===== src/rtl/pong_game_controller_pkg.sv =====
// Shared pong definitions: FSM state codes and default tick lengths,
// used by the controller, renderer and collision logic.
package pong_game_controller_pkg;

    typedef enum logic [2:0] {
        ST_IDLE     = 3'd0,
        ST_SERVE    = 3'd1,
        ST_PLAY     = 3'd2,
        ST_POINT    = 3'd3,
        ST_GAMEOVER = 3'd4
    } game_state_t;

    localparam int DEF_SERVE_TICKS       = 60;
    localparam int DEF_POINT_TICKS       = 30;
    localparam int DEF_BEEP_PADDLE_TICKS = 4;
    localparam int DEF_BEEP_WALL_TICKS   = 12;

    // Bits needed to hold a down-counter loaded with (max(a, b) - 1).
    function automatic int tick_width(input int a, input int b);
        int m;
        m = (a > b) ? a : b;
        return (m < 2) ? 1 : $clog2(m);
    endfunction

endpackage


===== src/rtl/pong_game_controller_beep_timer.sv =====
// Speaker timer: a collision event restarts a countdown, and beep stays
// high while the countdown is nonzero. Wall events outrank paddle events.
module pong_beep_timer
    import pong_game_controller_pkg::*;
#(
    parameter int PADDLE_TICKS = DEF_BEEP_PADDLE_TICKS,
    parameter int WALL_TICKS   = DEF_BEEP_WALL_TICKS
) (
    input  logic game_clk,
    input  logic reset,
    input  logic enable,
    input  logic paddle_col,
    input  logic wall_col,
    output logic beep,
    output logic beep_tone
);

    localparam int BW = $clog2(((PADDLE_TICKS > WALL_TICKS) ? PADDLE_TICKS : WALL_TICKS) + 1);

    logic [BW-1:0] beep_cnt;

    // Only the load is gated by enable; an active beep always finishes counting down.
    always_ff @(posedge game_clk or posedge reset) begin
        if (reset) begin
            beep_cnt  <= '0;
            beep_tone <= 1'b0;
        end else if (enable && wall_col) begin
            beep_cnt  <= BW'(WALL_TICKS);
            beep_tone <= 1'b1;
        end else if (enable && paddle_col) begin
            beep_cnt  <= BW'(PADDLE_TICKS);
            beep_tone <= 1'b0;
        end else if (beep_cnt != '0) begin
            beep_cnt  <= beep_cnt - BW'(1);
        end
    end

    assign beep = (beep_cnt != '0);

endmodule


===== src/rtl/pong_game_controller.sv =====
// Pong game sequencing FSM: idle, serve hold, play, point freeze and game over,
// plus start-button edge detection and the collision beep timer.
module pong_game_controller
    import pong_game_controller_pkg::*;
#(
    parameter int SERVE_TICKS       = DEF_SERVE_TICKS,
    parameter int POINT_TICKS       = DEF_POINT_TICKS,
    parameter int BEEP_PADDLE_TICKS = DEF_BEEP_PADDLE_TICKS,
    parameter int BEEP_WALL_TICKS   = DEF_BEEP_WALL_TICKS
) (
    input  logic       game_clk,
    input  logic       reset,
    input  logic       start_btn,
    input  logic       paddle_col,
    input  logic       wall_col,
    input  logic       lossA,
    input  logic       lossB,
    output logic       ball_reset,
    output logic       ball_hold,
    output logic [2:0] game_state,
    output logic       winner_a,
    output logic       winner_b,
    output logic       beep,
    output logic       beep_tone
);

    localparam int CW = tick_width(SERVE_TICKS, POINT_TICKS);
    localparam logic [CW-1:0] SERVE_LOAD = CW'(SERVE_TICKS - 1);
    localparam logic [CW-1:0] POINT_LOAD = CW'(POINT_TICKS - 1);

    game_state_t   state_q, state_d;
    logic [CW-1:0] tick_q, tick_d;
    logic          start_hist, hist_valid;
    logic          ball_reset_q, ball_reset_d;
    logic          win_a_q, win_a_d, win_b_q, win_b_d;
    logic          start, any_loss;

    // hist_valid blocks a button held through reset from counting as a press.
    assign start    = start_btn & ~start_hist & hist_valid;
    assign any_loss = lossA | lossB;

    always_ff @(posedge game_clk or posedge reset) begin
        if (reset) begin
            state_q      <= ST_IDLE;
            tick_q       <= '0;
            start_hist   <= 1'b0;
            hist_valid   <= 1'b0;
            ball_reset_q <= 1'b0;
            win_a_q      <= 1'b0;
            win_b_q      <= 1'b0;
        end else begin
            state_q      <= state_d;
            tick_q       <= tick_d;
            start_hist   <= start_btn;
            hist_valid   <= 1'b1;
            ball_reset_q <= ball_reset_d;
            win_a_q      <= win_a_d;
            win_b_q      <= win_b_d;
        end
    end

    // Winners are captured only on entry to game over; loss outranks a wall hit.
    always_comb begin
        state_d      = state_q;
        tick_d       = tick_q;
        ball_reset_d = 1'b0;
        win_a_d      = win_a_q;
        win_b_d      = win_b_q;
        case (state_q)
            ST_IDLE: begin
                if (start) begin
                    state_d      = ST_SERVE;
                    tick_d       = SERVE_LOAD;
                    ball_reset_d = 1'b1;
                end
            end
            ST_SERVE: begin
                if (tick_q == '0) state_d = ST_PLAY;
                else              tick_d  = tick_q - CW'(1);
            end
            ST_PLAY: begin
                if (any_loss) begin
                    state_d = ST_GAMEOVER;
                    win_a_d = lossB;
                    win_b_d = lossA;
                end else if (wall_col) begin
                    state_d = ST_POINT;
                    tick_d  = POINT_LOAD;
                end
            end
            ST_POINT: begin
                if (any_loss) begin
                    state_d = ST_GAMEOVER;
                    win_a_d = lossB;
                    win_b_d = lossA;
                end else if (tick_q == '0) begin
                    state_d = ST_SERVE;
                    tick_d  = SERVE_LOAD;
                end else begin
                    tick_d  = tick_q - CW'(1);
                end
            end
            ST_GAMEOVER: begin
                if (start) begin
                    state_d      = ST_IDLE;
                    ball_reset_d = 1'b1;
                end
            end
            default: state_d = ST_IDLE;
        endcase
    end

    assign ball_reset = ball_reset_q;
    assign ball_hold  = (state_q != ST_PLAY);
    assign game_state = state_q;
    assign winner_a   = win_a_q & (state_q == ST_GAMEOVER);
    assign winner_b   = win_b_q & (state_q == ST_GAMEOVER);

    pong_beep_timer #(
        .PADDLE_TICKS(BEEP_PADDLE_TICKS),
        .WALL_TICKS  (BEEP_WALL_TICKS)
    ) u_beep (
        .game_clk  (game_clk),
        .reset     (reset),
        .enable    ((state_q == ST_PLAY) || (state_q == ST_POINT)),
        .paddle_col(paddle_col),
        .wall_col  (wall_col),
        .beep      (beep),
        .beep_tone (beep_tone)
    );

endmodule


===== config.mk =====
export PLATFORM = sky130hd
export DESIGN_NAME = pong_game_controller
export DESIGN_NICKNAME = d
export VERILOG_FILES = /design/src/rtl/pong_game_controller_pkg.sv /design/src/rtl/pong_game_controller_beep_timer.sv /design/src/rtl/pong_game_controller.sv
export SDC_FILE = /design/constraint.sdc
export NUM_CORES = 1
export LEC_CHECK = 0
export ABC_CLOCK_PERIOD_IN_PS = 1600
export CORE_MARGIN = 2
export CORE_UTILIZATION = 47
export DETAILED_ROUTE_END_ITERATION = 10
export HOLD_SLACK_MARGIN = 0.02
export PLACE_DENSITY = 0.74
export SETUP_SLACK_MARGIN = 0.4
export SLEW_MARGIN = 20
export SYNTH_ARGS = -nofsm -noshare
export SYNTH_HDL_FRONTEND = slang
export SYNTH_SLANG_ARGS = --single-unit

===== constraint.sdc =====
create_clock -name game_clk -period 1.6 [get_ports game_clk]
set_input_delay 0.32 -clock game_clk [delete_from_list [all_inputs] [get_ports game_clk]]
set_output_delay 0.32 -clock game_clk [all_outputs]
set_load 0.01 [all_outputs]

Word level (Yosys, flattened, before mapping)
Cells that the tools add are included.
{"block": "classes", "addsub": 2, "n_eq_ne": 14, "n_mux": 22, "bitwise": 6, "n_reduce_logical": 14}
{"op": "6-bit 2-to-1 mux", "n": 6}
{"op": "6-bit case mux with 4 select lines", "n": 1}
{"op": "3-bit 2-to-1 mux", "n": 7}
{"op": "3-bit case mux with 5 select lines", "n": 1}
{"op": "2-bit != test, second input constant", "n": 7}
{"op": "4-bit 2-to-1 mux", "n": 3}
{"op": "4-bit nonzero test", "n": 2}
{"op": "3-bit by 2-bit equality test with 1-bit output, second input constant", "n": 2}
{"op": "6-bit logical NOT", "n": 1}
{"op": "3-bit != test, second input constant", "n": 2}
{"op": "6-bit AND reduction", "n": 1}
{"op": "6-bit by 1-bit subtractor with 6-bit output, second input constant", "n": 1}
{"op": "5-bit AND reduction", "n": 1}
{"op": "1-bit AND", "n": 4}
{"op": "1-bit 2-to-1 mux", "n": 4}
{"op": "2-bit OR reduction", "n": 2}
{"op": "4-bit by 1-bit subtractor with 4-bit output, second input constant", "n": 1}
{"op": "3-bit by 1-bit equality test with 1-bit output, second input constant", "n": 1}
{"op": "3-bit equality test, second input constant", "n": 1}
{"op": "3-bit logical NOT", "n": 1}
{"op": "3-bit by 2-bit != test with 1-bit output, second input constant", "n": 1}
{"op": "3-bit nonzero test", "n": 1}
{"op": "1-bit logical AND", "n": 2}
{"op": "2-bit AND reduction", "n": 1}
{"op": "other kinds (4)", "n": 4}
{"block": "totals", "regBits": 19, "input_bits": 7, "output_inout_bits": 9, "elab_cells": 67}

Depth between registers and ports, before layout
{"block": "depth", "depth_word": 5, "ltp_mapped": 7, "ltp_nobuf": 6}

By module
Synthesis repeated with hierarchy kept, for this count alone.
{"block": "unflattened", "cells_unflattened": 112, "hier_area_um2": 1061.0}
{"module": "pong_game_controller", "instances": 1, "cells_per_inst": 85, "area_per_inst_um2": 790.8, "seq_area_each_um2": 350.3}
{"module": "pong_beep_timer", "instances": 1, "cells_per_inst": 27, "area_per_inst_um2": 270.3, "seq_area_each_um2": 125.1}

Worst setup path after synthesis
Ideal clock, no wire load.
{"block": "synth_path", "path_kind": "register -> register", "startpoint": "reg state_q[1] (netlist: game_state[1])", "endpoint": "reg tick_q[5]", "setup_time_ns": 0.079, "t_arrival_ns": 1.569, "required_ns": 1.521, "path_slack_ns": -0.049, "path_stages_with_launch": 6, "n_path_buf": 1, "period_less_slack_ns": 1.649, "cell_sequence": "dfrtp_1 buf_4 or3b_4 o32a_4 a32oi_2 a2bb2oi_1"}
{"block": "synth_between", "elab_chain_cells": 3, "word_cells_on_any_way": 12, "cone_classes": "eq/ne: 8; mux: 1; reduce/logical: 3"}
{"element": "start, declared", "line_no": "pong_game_controller.sv:31", "text": "game_state_t state_q, state_d;"}
{"element": "start signal, assigned", "line_no": "pong_game_controller.sv:52", "text": "state_q <= state_d;"}
{"element": "3-bit by 2-bit equality test with 1-bit output (tied with other cells)", "line_no": "pong_game_controller.sv:69", "text": "case (state_q)"}
{"element": "4-bit nonzero test (no line) or 2-bit != test (tied branches)"}
{"element": "6-bit AND reduction (no line)"}
{"element": "end signal, assigned", "line_no": "pong_game_controller.sv:53", "text": "tick_q <= tick_d;"}
{"element": "end, declared", "line_no": "pong_game_controller.sv:32", "text": "logic [CW-1:0] tick_q, tick_d;"}
Several ways; a longest one is shown, not always the timed one.
A chain may end at the register's enable or synchronous reset.

Worst setup path in the final report
Same ends and word-level chain as after synthesis.

==> metrics.md <==
| Metric | Value |
|---|---|
| Clock latency on the worst-skew pair | about 0.30 ns |
| Synthesized area | 1050 sq um |
| CTS tree | built |
| Highest net fanout along the worst path | 4 |
| Initial Utilization | around half |
| Crit path kind | register to register |
| Library cells used by synthesis | 39 |
| Total internal power | 1.63 mW |
| Worst endpoint required time | between 1.5 and 2 ns |
| Synth async-reset ratio | 100% |
| Final period utilization | 112% |
| Site row count | 17 |
| Commonest cells after routing, fill and taps aside | sky130_fd_sc_hd__buf_6, sky130_fd_sc_hd__buf_4, sky130_fd_sc_hd__dfrtp_1 |
| Filler instances | 105 |
| Routed via count divided by cell count | 6.21 |
| Overflow left after global routing | 0 |
| Layout cells sized above 1 | 58.3% |
| Combined flip-flop and latch cell area | 478 sq um |
| Cell count after synthesis | 110 |
| Total wire length | between 4000 and 5000 um |
| Max Cap Violations | 0 |
| Number of warning messages in the yosys log | 0 |
| Post-layout minimum cycle time | between 1.5 and 2 ns |
| Area of the die | 2630 sq um |
| Horiz. Die Dim | a little over 50 um |
| Minimum setup slack in the final design | -0.191 ns |
| Average wire per standard cell | 22.1 um |
| Area growth, synth to finish | 72.8% |
| Data arrival time of the worst path | 2.02 ns |
| Hold Buf Count CTS | 0 |
| Achievable clock frequency | approximately 0.56 GHz |
| Critical path startpoint category | register |
| Most common cell after layout, fill and taps aside | sky130_fd_sc_hd__buf_6 |
| Final hold slack | 0.267 ns |
| Final antenna-violating net count | 0 |
| Endpoint kind of the worst setup timing path | register |
| Seq cells post-synth | 19 |
| Clock input transition at the sequential cells of the worst setup and hold paths | between 0.1 and 0.15 ns |
| Half-perimeter wire length of the detailed placement result | 1900 um |
| Drt initial violations | ~120 |
| Layout Nets | around 180 |
| Post-route DRC | 0 |
| Net switching share of the total power | 41.1% |
| Worst ir drop on vdd | 1190 uV |
| Via count | 1218 |
| Via count of the first global-routing pass | 1202 |
| Violated checks | negative setup slack |
| Status | complete, but fails checks |
| Maximum number of buffers from clock root to sink | 2 |
| Count of boundary I/O pins | 16 |
| Number of enable-type register cells in the synthesized netlist | 0 |
| Gate power share | 60.6% |
| Core footprint | between 2000 and 2500 sq um |
| Cell at the root of the clock tree | sky130_fd_sc_hd__clkbuf_4 |
| Part of the Yosys area used for sequential elements | between 40% and 50% |
| Sink count of the clock tree | 19 |
| Wire length of the first global-routing pass | about 5900 um |
| Number of pins exceeding their max-slew limit in the final report | 0 |
| Clk pwr share | 8.8% |
| Path category of the worst min-delay check | primary input to register |
| Leakage power summed over all cells | 0.870 nW |
| Footprint of the multi-input gates | 708 sq um |
| Total count of hold-check failures in the final report | 0 |
| Syn Area/Cell | between 9 and 10 sq um |
| Net Switching | around 1.1 mW |
| Number of buffers inserted by port buffering | 15 |
| Count of inserted antenna diode cells | 0 |
| Overall global routing resource usage | between 30% and 40% |
| Maximum number of pins on one net before global-route repair | 20 |
| CTS H-tree depth | 1 |
| Final Wtd Congestion | 0.850 |
| Final setup fails | 13 |
| Setup clock skew after layout | around 0.0052 ns |
| Hold Path Origin | start_btn |
| Setup repair after global routing missed its margin | yes |
| Post-Synthesis Net Count | 120 |
| R2r startpoint | game_state[1] |
| TritonCTS Buffers | 3 |
| Flop pwr share | 30.6% |
| Die height | 51.3 um |
| Ys flop type | sky130_fd_sc_hd__dfrtp_1 |
| Power per Cell Area | 1520 nW/um^2 |
| Power Total | 2.77 mW |
| Number of optimization iterations in the first detailed-route pass | 4 |
| Launching instance or port of the critical path | game_state[1] |
| Initial antenna violation count | 0 |
-- sequential cells by signal (all words and copies together), names as in the netlist --
name and cells:
win_a_q 1, u_beep.beep_cnt 4, win_b_q 1, hist_valid 1, game_state 3, tick_q 6, u_beep.beep_tone 1, ball_reset 1
start_hist 1
-- logic make-up after synthesis --
kind of cell               after synthesis  synth area share, %
DFF                                     19                 45.2
buffers and inverters                   13                 5.11
muxes                                    3                 2.97
and+or+nand+nor                         44                 20.7
xor gates and xnor gates                 2                 1.66
adders and majority gates                3                 3.57
AOI/OAI and AO/OA                       25                 20.5
other                                    1                0.356
-- synth_stat cells, types with 2 or more instances --
cell type | instances | area share, %
sky130_fd_sc_hd__a211oi_1 | 2 | 1.4
sky130_fd_sc_hd__o21ai_0 | 4 | 1.9
sky130_fd_sc_hd__a21oi_1 | 3 | 1.4
sky130_fd_sc_hd__nand2b_1 | 2 | 1.2
sky130_fd_sc_hd__mux2i_1 | 2 | 1.9
sky130_fd_sc_hd__nand2_1 | 10 | 3.6
sky130_fd_sc_hd__and3_1 | 3 | 1.8
sky130_fd_sc_hd__nor2b_1 | 2 | 1.2
sky130_fd_sc_hd__a32o_1 | 2 | 1.9
sky130_fd_sc_hd__nor3_1 | 7 | 3.3
sky130_fd_sc_hd__dfrtp_1 | 19 | 45
sky130_fd_sc_hd__clkbuf_1 | 2 | 0.71
sky130_fd_sc_hd__nand3_1 | 3 | 1.4
sky130_fd_sc_hd__inv_1 | 9 | 3.2
sky130_fd_sc_hd__or3_1 | 2 | 1.2
sky130_fd_sc_hd__nor2_1 | 11 | 3.9
sky130_fd_sc_hd__o21a_1 | 2 | 1.4
sky130_fd_sc_hd__ha_1 | 3 | 3.6
sky130_fd_sc_hd__a211o_1 | 2 | 1.7
-- what timing repair did --
action,CTS,global route
endpoints found under the setup margin,25,23
buffers inserted,18,2
pin swaps,13,5
resized for setup,84,19
endpoints found under the hold margin,0,0
-- area by class of cell --
| class | count | share of cell area, % |
|---|---|---|
| clock buffers | 3 | 1.24 |
| well taps | 28 | 1.93 |
| flip-flops and latches | 19 | 26.3 |
| inverters | 9 | 1.86 |
| multi-input cells | 78 | 39.0 |
| repair buffers | 58 | 29.5 |
| clock inverters | 1 | 0.275 |
-- layer usage --
metal	up-vias	share of wire, %	global-route usage (%)
met1	573	38	39.8
met2	111	48	56.1
met4	0	4.7	9.21
li1	506	-	-
met3	28	9.1	3.51
met5	-	0	0
-- power by group through the flow --
stage               Clock, mW  Combinational, mW  Sequential (mW)
floorplan                   0              0.634            0.799
detailed placement          0               1.09            0.791
finish                  0.244               1.68            0.847
global placement            0               1.05            0.783
CTS                     0.251               1.43            0.801
global route            0.272               1.76            0.859
-- stage by stage --
stage / TNS, ns / setup slack (ns) / std cells / utilization (%) / cell area [sq um]
CTS: -0.608 / -0.148 / 194 / 79.9 / 1730
floorplan: -0.00292 / -0.00292 / 110 / - / 1100
global placement: -2.03 / -0.316 / 172 / 65.5 / 1420
global route: -1.76 / -0.229 / 196 / 83.8 / 1820
finish: -1.13 / -0.191 / 196 / 83.8 / 1820
detailed placement: -2.56 / -0.360 / 172 / 65.5 / 1420
-- worst max-delay path, cell delays in order (launching register included) --
cell and delay [ns]:
sky130_fd_sc_hd__dfrtp_1 0.45, sky130_fd_sc_hd__buf_6 0.14, sky130_fd_sc_hd__buf_4 0.13, sky130_fd_sc_hd__or3_4 0.40
sky130_fd_sc_hd__o32a_4 0.25, sky130_fd_sc_hd__a32oi_2 0.20, sky130_fd_sc_hd__a2bb2oi_2 0.16
-- final timing paths --
path                                 endpoint  slack [ns]  cells past startpoint
worst max-delay path                tick_q[5]       -0.19                      6
worst min-delay path               start_hist        0.27                      1
worst max register to register      tick_q[5]       -0.19                      6
worst min register to register        win_b_q        0.58                      2
max in group asynchronous       game_state[2]        1.04                      3
min in group asynchronous          start_hist        0.33                      3
No activity file was read; power rests on OpenSTA's default activity.
